$ cat src/rtl/muldiv_sequencer.sv
// muldiv_sequencer: base ALU operation decode plus a multi-cycle M-extension sequencer.
//   clk, rst_n          : clock, asynchronous active-low reset
//   ALUOp/Funct7/Funct3 : instruction decode fields
//   start, op_a, op_b   : request strobe and rs1/rs2 operands
//   flush               : abort any in-flight M operation
//   Operation           : combinational ALU select (1111 for M-ops)
//   stall, busy, done   : pipeline hold, MUL/DIV in progress, one-cycle result-valid pulse
//   result              : M-extension result, held until the next done
module muldiv_sequencer #(
  parameter int unsigned XLEN = 32
) (
  input  logic            clk,
  input  logic            rst_n,
  input  logic [1:0]      ALUOp,
  input  logic [6:0]      Funct7,
  input  logic [2:0]      Funct3,
  input  logic            start,
  input  logic [XLEN-1:0] op_a,
  input  logic [XLEN-1:0] op_b,
  input  logic            flush,
  output logic [3:0]      Operation,
  output logic            stall,
  output logic            busy,
  output logic            done,
  output logic [XLEN-1:0] result
);

  localparam int unsigned CntW = $clog2(XLEN);

  typedef enum logic [1:0] {StIdle, StMul, StDiv, StDone} state_e;

  state_e                state_q, state_d;
  logic [2*XLEN-1:0]     acc_q, acc_d;     // MUL: {partial, multiplier}; DIV: {rem, quotient}
  logic [XLEN-1:0]       b_q, b_d;         // multiplicand or divisor magnitude
  logic [XLEN-1:0]       result_q, result_d;
  logic [2:0]            f3_q, f3_d;
  logic                  neg_q, neg_d;     // negate final value
  logic [CntW-1:0]       cnt_q, cnt_d;

  // Base decode
  logic is_mop;
  assign is_mop = (ALUOp == 2'b10) && (Funct7 == 7'b0000001);

  always_comb begin
    Operation = 4'b0000;
    unique case (ALUOp)
      2'b00: if (Funct3 == 3'b010) Operation = 4'b0010;
      2'b01: if (Funct3 == 3'b000) Operation = 4'b1000;
      2'b10: begin
        if (is_mop) begin
          Operation = 4'b1111;
        end else begin
          unique case (Funct3)
            3'b000: begin
              if (Funct7 == 7'b0000000)      Operation = 4'b0010;
              else if (Funct7 == 7'b0100000) Operation = 4'b0011;
            end
            3'b001: Operation = 4'b0110;
            3'b010: Operation = 4'b1100;
            3'b100: Operation = 4'b0100;
            3'b101: begin
              if (Funct7 == 7'b0000000)      Operation = 4'b0101;
              else if (Funct7 == 7'b0100000) Operation = 4'b0111;
            end
            3'b110: Operation = 4'b0001;
            default: Operation = 4'b0000;
          endcase
        end
      end
      default: Operation = 4'b0000;
    endcase
  end

  // Operand conditioning at accept: signed operands are captured as magnitudes plus a sign.
  logic            is_mul, a_signed, b_signed, a_neg, b_neg, div_zero, div_ovf, accept;
  logic [XLEN-1:0] a_mag, b_mag;

  assign is_mul   = ~Funct3[2];
  assign a_signed = is_mul ? (Funct3 == 3'b001 || Funct3 == 3'b010) : ~Funct3[0];
  assign b_signed = is_mul ? (Funct3 == 3'b001) : ~Funct3[0];
  assign a_neg    = a_signed & op_a[XLEN-1];
  assign b_neg    = b_signed & op_b[XLEN-1];
  assign a_mag    = a_neg ? -op_a : op_a;
  assign b_mag    = b_neg ? -op_b : op_b;
  assign div_zero = (op_b == '0);
  assign div_ovf  = ~Funct3[0] && (op_a == {1'b1, {(XLEN-1){1'b0}}}) && (op_b == '1);
  assign accept   = start && is_mop && (state_q == StIdle) && !flush;

  // One iteration of each datapath
  logic [XLEN:0]     mul_sum, div_shift, div_diff;
  logic [2*XLEN-1:0] mul_next, div_next, mul_fix;
  logic [XLEN-1:0]   div_sel, div_fix, mul_res;

  assign mul_sum   = {1'b0, acc_q[2*XLEN-1:XLEN]} + (acc_q[0] ? {1'b0, b_q} : '0);
  assign mul_next  = {mul_sum, acc_q[XLEN-1:1]};
  assign div_shift = {acc_q[2*XLEN-1:XLEN], acc_q[XLEN-1]};
  assign div_diff  = div_shift - {1'b0, b_q};
  // Borrow out means the trial subtraction failed: restore by keeping the shifted remainder.
  assign div_next  = div_diff[XLEN] ? {div_shift[XLEN-1:0], acc_q[XLEN-2:0], 1'b0}
                                    : {div_diff[XLEN-1:0], acc_q[XLEN-2:0], 1'b1};
  assign mul_fix   = neg_q ? -mul_next : mul_next;
  assign mul_res   = (f3_q[1:0] == 2'b00) ? mul_fix[XLEN-1:0] : mul_fix[2*XLEN-1:XLEN];
  assign div_sel   = f3_q[1] ? div_next[2*XLEN-1:XLEN] : div_next[XLEN-1:0];
  assign div_fix   = neg_q ? -div_sel : div_sel;

  always_comb begin
    state_d  = state_q;
    acc_d    = acc_q;
    b_d      = b_q;
    result_d = result_q;
    f3_d     = f3_q;
    neg_d    = neg_q;
    cnt_d    = cnt_q;
    unique case (state_q)
      StIdle: begin
        if (accept) begin
          f3_d  = Funct3;
          cnt_d = '0;
          // Remainder takes the dividend's sign; everything else the xor of both.
          neg_d = (is_mul || !Funct3[1]) ? (a_neg ^ b_neg) : a_neg;
          if (is_mul) begin
            acc_d   = {{XLEN{1'b0}}, b_mag};
            b_d     = a_mag;
            state_d = StMul;
          end else if (div_zero) begin
            result_d = Funct3[1] ? op_a : '1;
            state_d  = StDone;
          end else if (div_ovf) begin
            result_d = Funct3[1] ? '0 : op_a;
            state_d  = StDone;
          end else begin
            acc_d   = {{XLEN{1'b0}}, a_mag};
            b_d     = b_mag;
            state_d = StDiv;
          end
        end
      end
      StMul: begin
        acc_d = mul_next;
        cnt_d = cnt_q + 1'b1;
        if (cnt_q == CntW'(XLEN - 1)) begin
          result_d = mul_res;
          state_d  = StDone;
        end
      end
      StDiv: begin
        acc_d = div_next;
        cnt_d = cnt_q + 1'b1;
        if (cnt_q == CntW'(XLEN - 1)) begin
          result_d = div_fix;
          state_d  = StDone;
        end
      end
      StDone: state_d = StIdle;
      default: state_d = StIdle;
    endcase
    if (flush) begin
      state_d  = StIdle;
      result_d = result_q;
    end
  end

  always_ff @(posedge clk or negedge rst_n) begin
    if (!rst_n) begin
      state_q  <= StIdle;
      acc_q    <= '0;
      b_q      <= '0;
      result_q <= '0;
      f3_q     <= '0;
      neg_q    <= 1'b0;
      cnt_q    <= '0;
    end else begin
      state_q  <= state_d;
      acc_q    <= acc_d;
      b_q      <= b_d;
      result_q <= result_d;
      f3_q     <= f3_d;
      neg_q    <= neg_d;
      cnt_q    <= cnt_d;
    end
  end

  assign busy   = (state_q == StMul) || (state_q == StDiv);
  assign done   = (state_q == StDone);
  // Gated by rst_n so a pending start cannot stall the pipeline while in reset.
  assign stall  = rst_n && (accept || busy);
  assign result = result_q;

endmodule
$ cat config.mk
export PLATFORM = sky130hd
export DESIGN_NAME = muldiv_sequencer
export DESIGN_NICKNAME = d
export VERILOG_FILES = /design/src/rtl/muldiv_sequencer.sv
export SDC_FILE = /design/constraint.sdc
export NUM_CORES = 1
export LEC_CHECK = 0
export BUFFER_PORTS_ARGS = -buffer_cell sky130_fd_sc_hd__buf_2
export CAP_MARGIN = 20
export CORE_ASPECT_RATIO = 1.25
export CORE_MARGIN = 3
export CORE_UTILIZATION = 59
export CTS_BUF_LIST = sky130_fd_sc_hd__clkbuf_8 sky130_fd_sc_hd__clkbuf_16
export CTS_CLUSTER_SIZE = 40
export DETAILED_ROUTE_END_ITERATION = 8
export PLACE_DENSITY = 0.75
export SLEW_MARGIN = 10
export SYNTH_ARGS = -nofsm -noshare
export SYNTH_HDL_FRONTEND = slang
export SYNTH_SLANG_ARGS = --single-unit
$ cat constraint.sdc
create_clock -name clk -period 16.2 [get_ports clk]
set_clock_uncertainty 0.15 [all_clocks]
set_input_delay 2.43 -clock clk [delete_from_list [all_inputs] [get_ports clk]]
set_output_delay 2.43 -clock clk [all_outputs]
set_load 0.1 [all_outputs]
# == Word-level counts from Yosys, hierarchy flattened ==
# Cells that the tools add are included.
# word_totals
reg_bits,138
output_inout_bits,39
word_cells,120
# classes
n_addsub,7
eq_ne,26
muxes,46
bitwise_logic,6
n_reduce_logical,28
# ops
operator,count
two-way mux 32 bit,17
two-way mux 64 bit,6
case mux 64 bit (3 select lines),1
negator 32 bit,3
case mux 32 bit (3 select lines),1
"equality test 32 bit, second input constant",2
negator 64 bit,1
adder 32 x 32 -> 33 bit,1
subtractor 33 x 32 -> 33 bit,1
zero test 32 bit,1
case mux 4 bit (6 select lines),1
two-way mux 2 bit,7
"inequality test 2 bit, second input constant",6
"inequality test 3 bit, second input constant",4
case mux 4 bit (3 select lines),1
case mux 5 bit (2 select lines),1
"equality test 3 bit, second input constant",3
two-way mux 4 bit,2
AND reduction 4 bit,2
"equality test 7 x 1 -> 1 bit, second input constant",1
"equality test 7 x 6 -> 1 bit, second input constant",1
logical AND 1 bit,7
zero test 7 bit,1
AND reduction 7 bit,1
22 further kinds,41

# == Depth between registers and ports, before layout ==
# depth
word_depth,10
mapped_depth,24
mapped_depth_nobuf,22

# == Least setup slack after synthesis ==
# OpenSTA, ideal clock, no wires.
# synth_path
path_type,input -> output
start,in Funct3[1]
end,out Operation[0]
arrival_ns,5.507
required_ns,13.620
setup_slack_ns,8.113
stages,7
cell_sequence,inv_1 buf_1 buf_1 nand3_1 o21ai_0 a32oi_1 o21ai_0
# synth_between
elab_chain_cells,4
word_cells_on_any_way,9
classes_between,eq/ne (5); mux (3); reduce/logical (1)
# synth_lines
element,line,text
start: declaration,16,"input logic [2:0] Funct3,"
"equality test 3 bit, or another cell as far along",53,unique case (Funct3)
case mux 4 bit (6 select lines) *,53,
two-way mux 4 bit *,50,if (is_mop) begin
case mux 4 bit (3 select lines) *,46,unique case (ALUOp)
end: declaration,21,"output logic [3:0] Operation,"
# Every way passes the cells marked *; elsewhere a longest branch is shown, timed or not.

# == Worst setup path after layout ==
# layout_path
start,in Funct7[1]
end,out stall
# layout_between
elab_chain_cells,7
# layout_lines
element,line,text
start: declaration,15,"input logic [6:0] Funct7,"
equality test 7 x 1 -> 1 bit,42,assign is_mop = (ALUOp == 2'b10) && (Funct7 == 7'b0000001);
logical AND 1 bit,42,
logical AND 1 bit (3 in a row),87,assign accept = start && is_mop && (state_q == StIdle) && !flush;
logical OR 1 bit,186,assign stall = rst_n && (accept || busy);
logical AND 1 bit,186,
end: declaration,22,"output logic stall,"
# Every way passes these cells.

==> metrics.log <==
[metrics] # Post-CTS Setup Buffers: 0
[metrics] count of flip-flops with a built-in enable after synthesis: 0
[metrics] utilization of the core after routing: 64.5%
[metrics] full die area: between 30,000 and 40,000 sq um
[metrics] Skew-Pair Late Insertion Delay: roughly 0.45 ns
[metrics] hold_sp: result[4]
[metrics] area used by sequential logic in the layout: ~3500 sq um
[metrics] total global-route track usage: around two fifths
[metrics] register area share after synthesis: roughly a fifth
[metrics] share of flip-flops with an asynchronous set or reset after synthesis: between 90% and 100%
[metrics] result of the run: complete, no violations
[metrics] DRT antenna net count: 0
[metrics] count of clock tree sinks: 138
[metrics] maximum operating frequency: 0.135 GHz
[metrics] WL final: around 60 mm
[metrics] Max-Cap Viols: 0
[metrics] number of cell rows: just under 70
[metrics] worst-case clock buffer depth: 2
[metrics] Horiz. Die Dim: 156 um
[metrics] half-perimeter wire length after detailed placement: approximately 44 mm
[metrics] power density cells: roughly 130 nW/um^2
[metrics] die span in y: between 150 and 200 um
[metrics] Fill cells: approximately 2,600
[metrics] Synth warnings: 0
[metrics] Clock Tree Root: sky130_fd_sc_hd__clkbuf_16
[metrics] highest-count cells in the layout ignoring fill and taps: sky130_fd_sc_hd__nand2_1 (294), sky130_fd_sc_hd__o21ai_0 (227), sky130_fd_sc_hd__nor2_1 (207)
[metrics] hold-fix buffers at CTS: 0
[metrics] Critical Path Source Type: input port
[metrics] worst slew margin relative to its limit: approximately 28%
[metrics] required time reported for the critical path endpoint: between 10 and 15 ns
[metrics] WHS Path Cells: 2
[metrics] vias per cell: 6.72
[metrics] count of vias placed by the detailed router: 18,000
[metrics] total congestion overflow: 0
[metrics] initial antenna violation count: 0
[metrics] synthesis-to-layout area growth: 7.23%
[metrics] count of antenna diodes in the layout: 0
[metrics] Residual DRC: 0
[metrics] Post-synth top flop: sky130_fd_sc_hd__dfrtp_1
[metrics] number of hold violations in the final report: 0
[metrics] data arrival time at the worst-slack endpoint: ~4.8 ns
[metrics] most frequent standard cell in the layout excluding fill and tap cells: sky130_fd_sc_hd__nand2_1
[metrics] min cycle time layout: between 7 and 8 ns
[metrics] area occupied by multi-input gates: ~12,000 sq um
[metrics] max layer used: met4
[metrics] peak supply drop: ~0.00009 V
[metrics] 1st-iter DRT viols: ~2,200
[metrics] fraction of final layout cells with drive strength greater than 1: roughly a tenth
[metrics] Setup TNS: 0 ns
[metrics] DRT met1 WL: around 25 mm
[metrics] Static Leak: 7.63 nW
[metrics] area of the placeable core: about 28,000 sq um
[metrics] end point of the most critical hold path: result[4]
[metrics] final count of pins violating max slew: 0
[metrics] met3 routed wirelength: approximately 6.4 mm
[metrics] setup-violating endpoint count in the final report: 0
[metrics] FF-to-FF setup slack: between 9 and 10 ns
[metrics] post-CTS sizing: 0
[metrics] distinct cell type count after synthesis: 89
[metrics] worst hold-check path type: flip-flop to flip-flop
[metrics] starting utilization of the core area: 60.2%
[metrics] cells on worst reg2reg path: 22
[metrics] synthesized area per cell: roughly 7.2 sq um
[metrics] reg2reg end: result[30]
[metrics] mean routed wirelength per cell: approximately 22 um
[metrics] buffers added on ports: 118
[metrics] worst-path maximum fanout: 11
[metrics] post-layout total power: approximately 2.4 mW
[metrics] wire length of the first global-routing pass: 91.7 mm
[metrics] number of placed I/O pins: about 120
[metrics] RSZ-0062 raised after global routing: false
[metrics] pin count of the biggest net entering global routing: 110
[metrics] Worst Hold Margin: between 0.3 and 0.4 ns
[metrics] capturing element type of the critical path: primary output
[metrics] H-Tree Depth: 4
[metrics] TritonCTS Buffers: 17
[metrics] Cell Area, Synth: ~17,000 sq um
[metrics] TritonRoute pass-1 iters: 6
[metrics] worst setup path class: input port to primary output
[metrics] weighted congestion reported at the end of routability-driven placement: about 1.0
[metrics] Crit Reg-Reg Startpoint: acc_q[31]
[metrics] TritonCTS clock tree: yes
[metrics] slew of the pin with the lowest slew margin: between 1 and 1.5 ns
[metrics] Gate Count Post-Synth: ~2,300
[metrics] CTS clock-pin slew for the worst setup and hold paths: 0.06 ns
[metrics] DR WL met2: roughly 26 mm
[metrics] nets in the synthesized netlist: ~2,500
[metrics] number of global-route vias before repair: between 15,000 and 20,000
[metrics] Final nets: roughly 2,500
[metrics] post-route clock period utilization: between 40% and 50%
[metrics] synthesized flop and latch total: between 100 and 150
[critical path, stage by stage]
cell and delay, ns:
sky130_fd_sc_hd__buf_2 0.10, sky130_fd_sc_hd__nor3_1 0.17, sky130_fd_sc_hd__nand2_1 0.09, sky130_fd_sc_hd__or4b_2 0.64
sky130_fd_sc_hd__inv_1 0.17, sky130_fd_sc_hd__nand2_1 0.11, sky130_fd_sc_hd__nor2_1 0.12, sky130_fd_sc_hd__and2_1 0.42
sky130_fd_sc_hd__o21a_1 0.16, sky130_fd_sc_hd__buf_2 0.42
[logic make-up (layout without fill, tap and decap cells)]
logic type                 after synthesis  count (layout)  share of synthesized area, %
adders and majority gates              104             104                          7.48
buffers and inverters                  232             244                          5.33
DFF                                    138             138                          20.7
AOI/OAI and AO/OA                      763             763                          29.1
and+or+nand+nor                        816             816                          23.2
muxes                                   67              67                          4.24
xor gates and xnor gates               190             190                          9.97
[power breakdown]
part / internal, mW / switching, mW / total (mW)
Combinational: 0.521 / 0.893 / 1.41
Sequential: 0.415 / 0.158 / 0.573
Clock: 0.224 / 0.170 / 0.394
Total: 1.16 / 1.22 / 2.38
[registers in the layout, indices dropped and copies added, names as in the netlist]
signal and count:
state_q 2, f3_q 2, cnt_q 5, neg_q 1
result 32, acc_q 64, b_q 32
[synth_stat cells (10+ instances only)]
cell type / n / area [sq um]
sky130_fd_sc_hd__nor2_1: 208 / 781
sky130_fd_sc_hd__a221o_1: 25 / 250
sky130_fd_sc_hd__and3_1: 10 / 62.6
sky130_fd_sc_hd__nor3_1: 66 / 330
sky130_fd_sc_hd__nand2b_1: 23 / 144
sky130_fd_sc_hd__o21a_1: 11 / 82.6
sky130_fd_sc_hd__maj3_1: 27 / 270
sky130_fd_sc_hd__nor4_1: 17 / 106
sky130_fd_sc_hd__nand4_1: 28 / 175
sky130_fd_sc_hd__inv_1: 65 / 244
sky130_fd_sc_hd__a221oi_1: 22 / 193
sky130_fd_sc_hd__a21oi_1: 184 / 921
sky130_fd_sc_hd__dfrtp_1: 138 / 3450
sky130_fd_sc_hd__mux2_2: 30 / 338
sky130_fd_sc_hd__clkbuf_1: 130 / 488
sky130_fd_sc_hd__o41ai_1: 12 / 105
sky130_fd_sc_hd__a31oi_1: 35 / 219
sky130_fd_sc_hd__and2_1: 43 / 269
sky130_fd_sc_hd__or4_1: 12 / 90.1
sky130_fd_sc_hd__or3_1: 23 / 144
sky130_fd_sc_hd__a22oi_1: 30 / 225
sky130_fd_sc_hd__ha_1: 75 / 938
sky130_fd_sc_hd__o21ai_0: 227 / 1140
sky130_fd_sc_hd__mux2i_1: 37 / 370
sky130_fd_sc_hd__a211oi_1: 17 / 128
sky130_fd_sc_hd__o31ai_1: 65 / 488
sky130_fd_sc_hd__nand2_1: 295 / 1110
sky130_fd_sc_hd__nand3_1: 33 / 165
sky130_fd_sc_hd__xor2_1: 74 / 648
sky130_fd_sc_hd__o211ai_1: 18 / 135
sky130_fd_sc_hd__buf_1: 23 / 86.3
sky130_fd_sc_hd__nor2b_1: 14 / 87.6
sky130_fd_sc_hd__xnor2_1: 116 / 1020
sky130_fd_sc_hd__a21o_1: 27 / 203
[metal layers]
layer  global-route usage, %  vias to the layer above
met5                       0                        -
met4                    13.2                        0
met3                    7.28                      128
met2                    56.6                     1031
met1                    55.4                     8373
li1                        -                     8427
[per-stage QoR]
step / setup WS (ns) / instances / instance area [sq um]
6_report: 8.80 / 2672 / 17900
5_1_grt: 8.63 / 2672 / 17900
4_1_cts: 8.79 / 2672 / 17900
3_5_place_dp: 8.79 / 2641 / 17300
3_3_place_gp: 8.82 / 2641 / 17300
2_1_floorplan: 8.11 / 2310 / 16700
[cell type report]
cell class	instances	area share, %
timing repair buffer	144	4.44
tap	350	2.45
multi-input combinational	1940	69.2
clock buffer	17	2.38
inverter	69	1.45
clock inverter	14	0.755
sequential	138	19.3
[worst max path at each step]
stage,to,depth (start not counted),start,slack (ns)
3_3_place_gp,stall,10,Funct7[1],8.82
3_5_place_dp,stall,10,Funct7[1],8.79
4_1_cts,stall,10,Funct7[1],8.79
6_report,stall,10,Funct7[1],8.80
5_1_grt,stall,10,Funct7[1],8.63
2_1_floorplan,Operation[0],7,Funct3[1],8.11
Power figures use the tool's default switching activity.
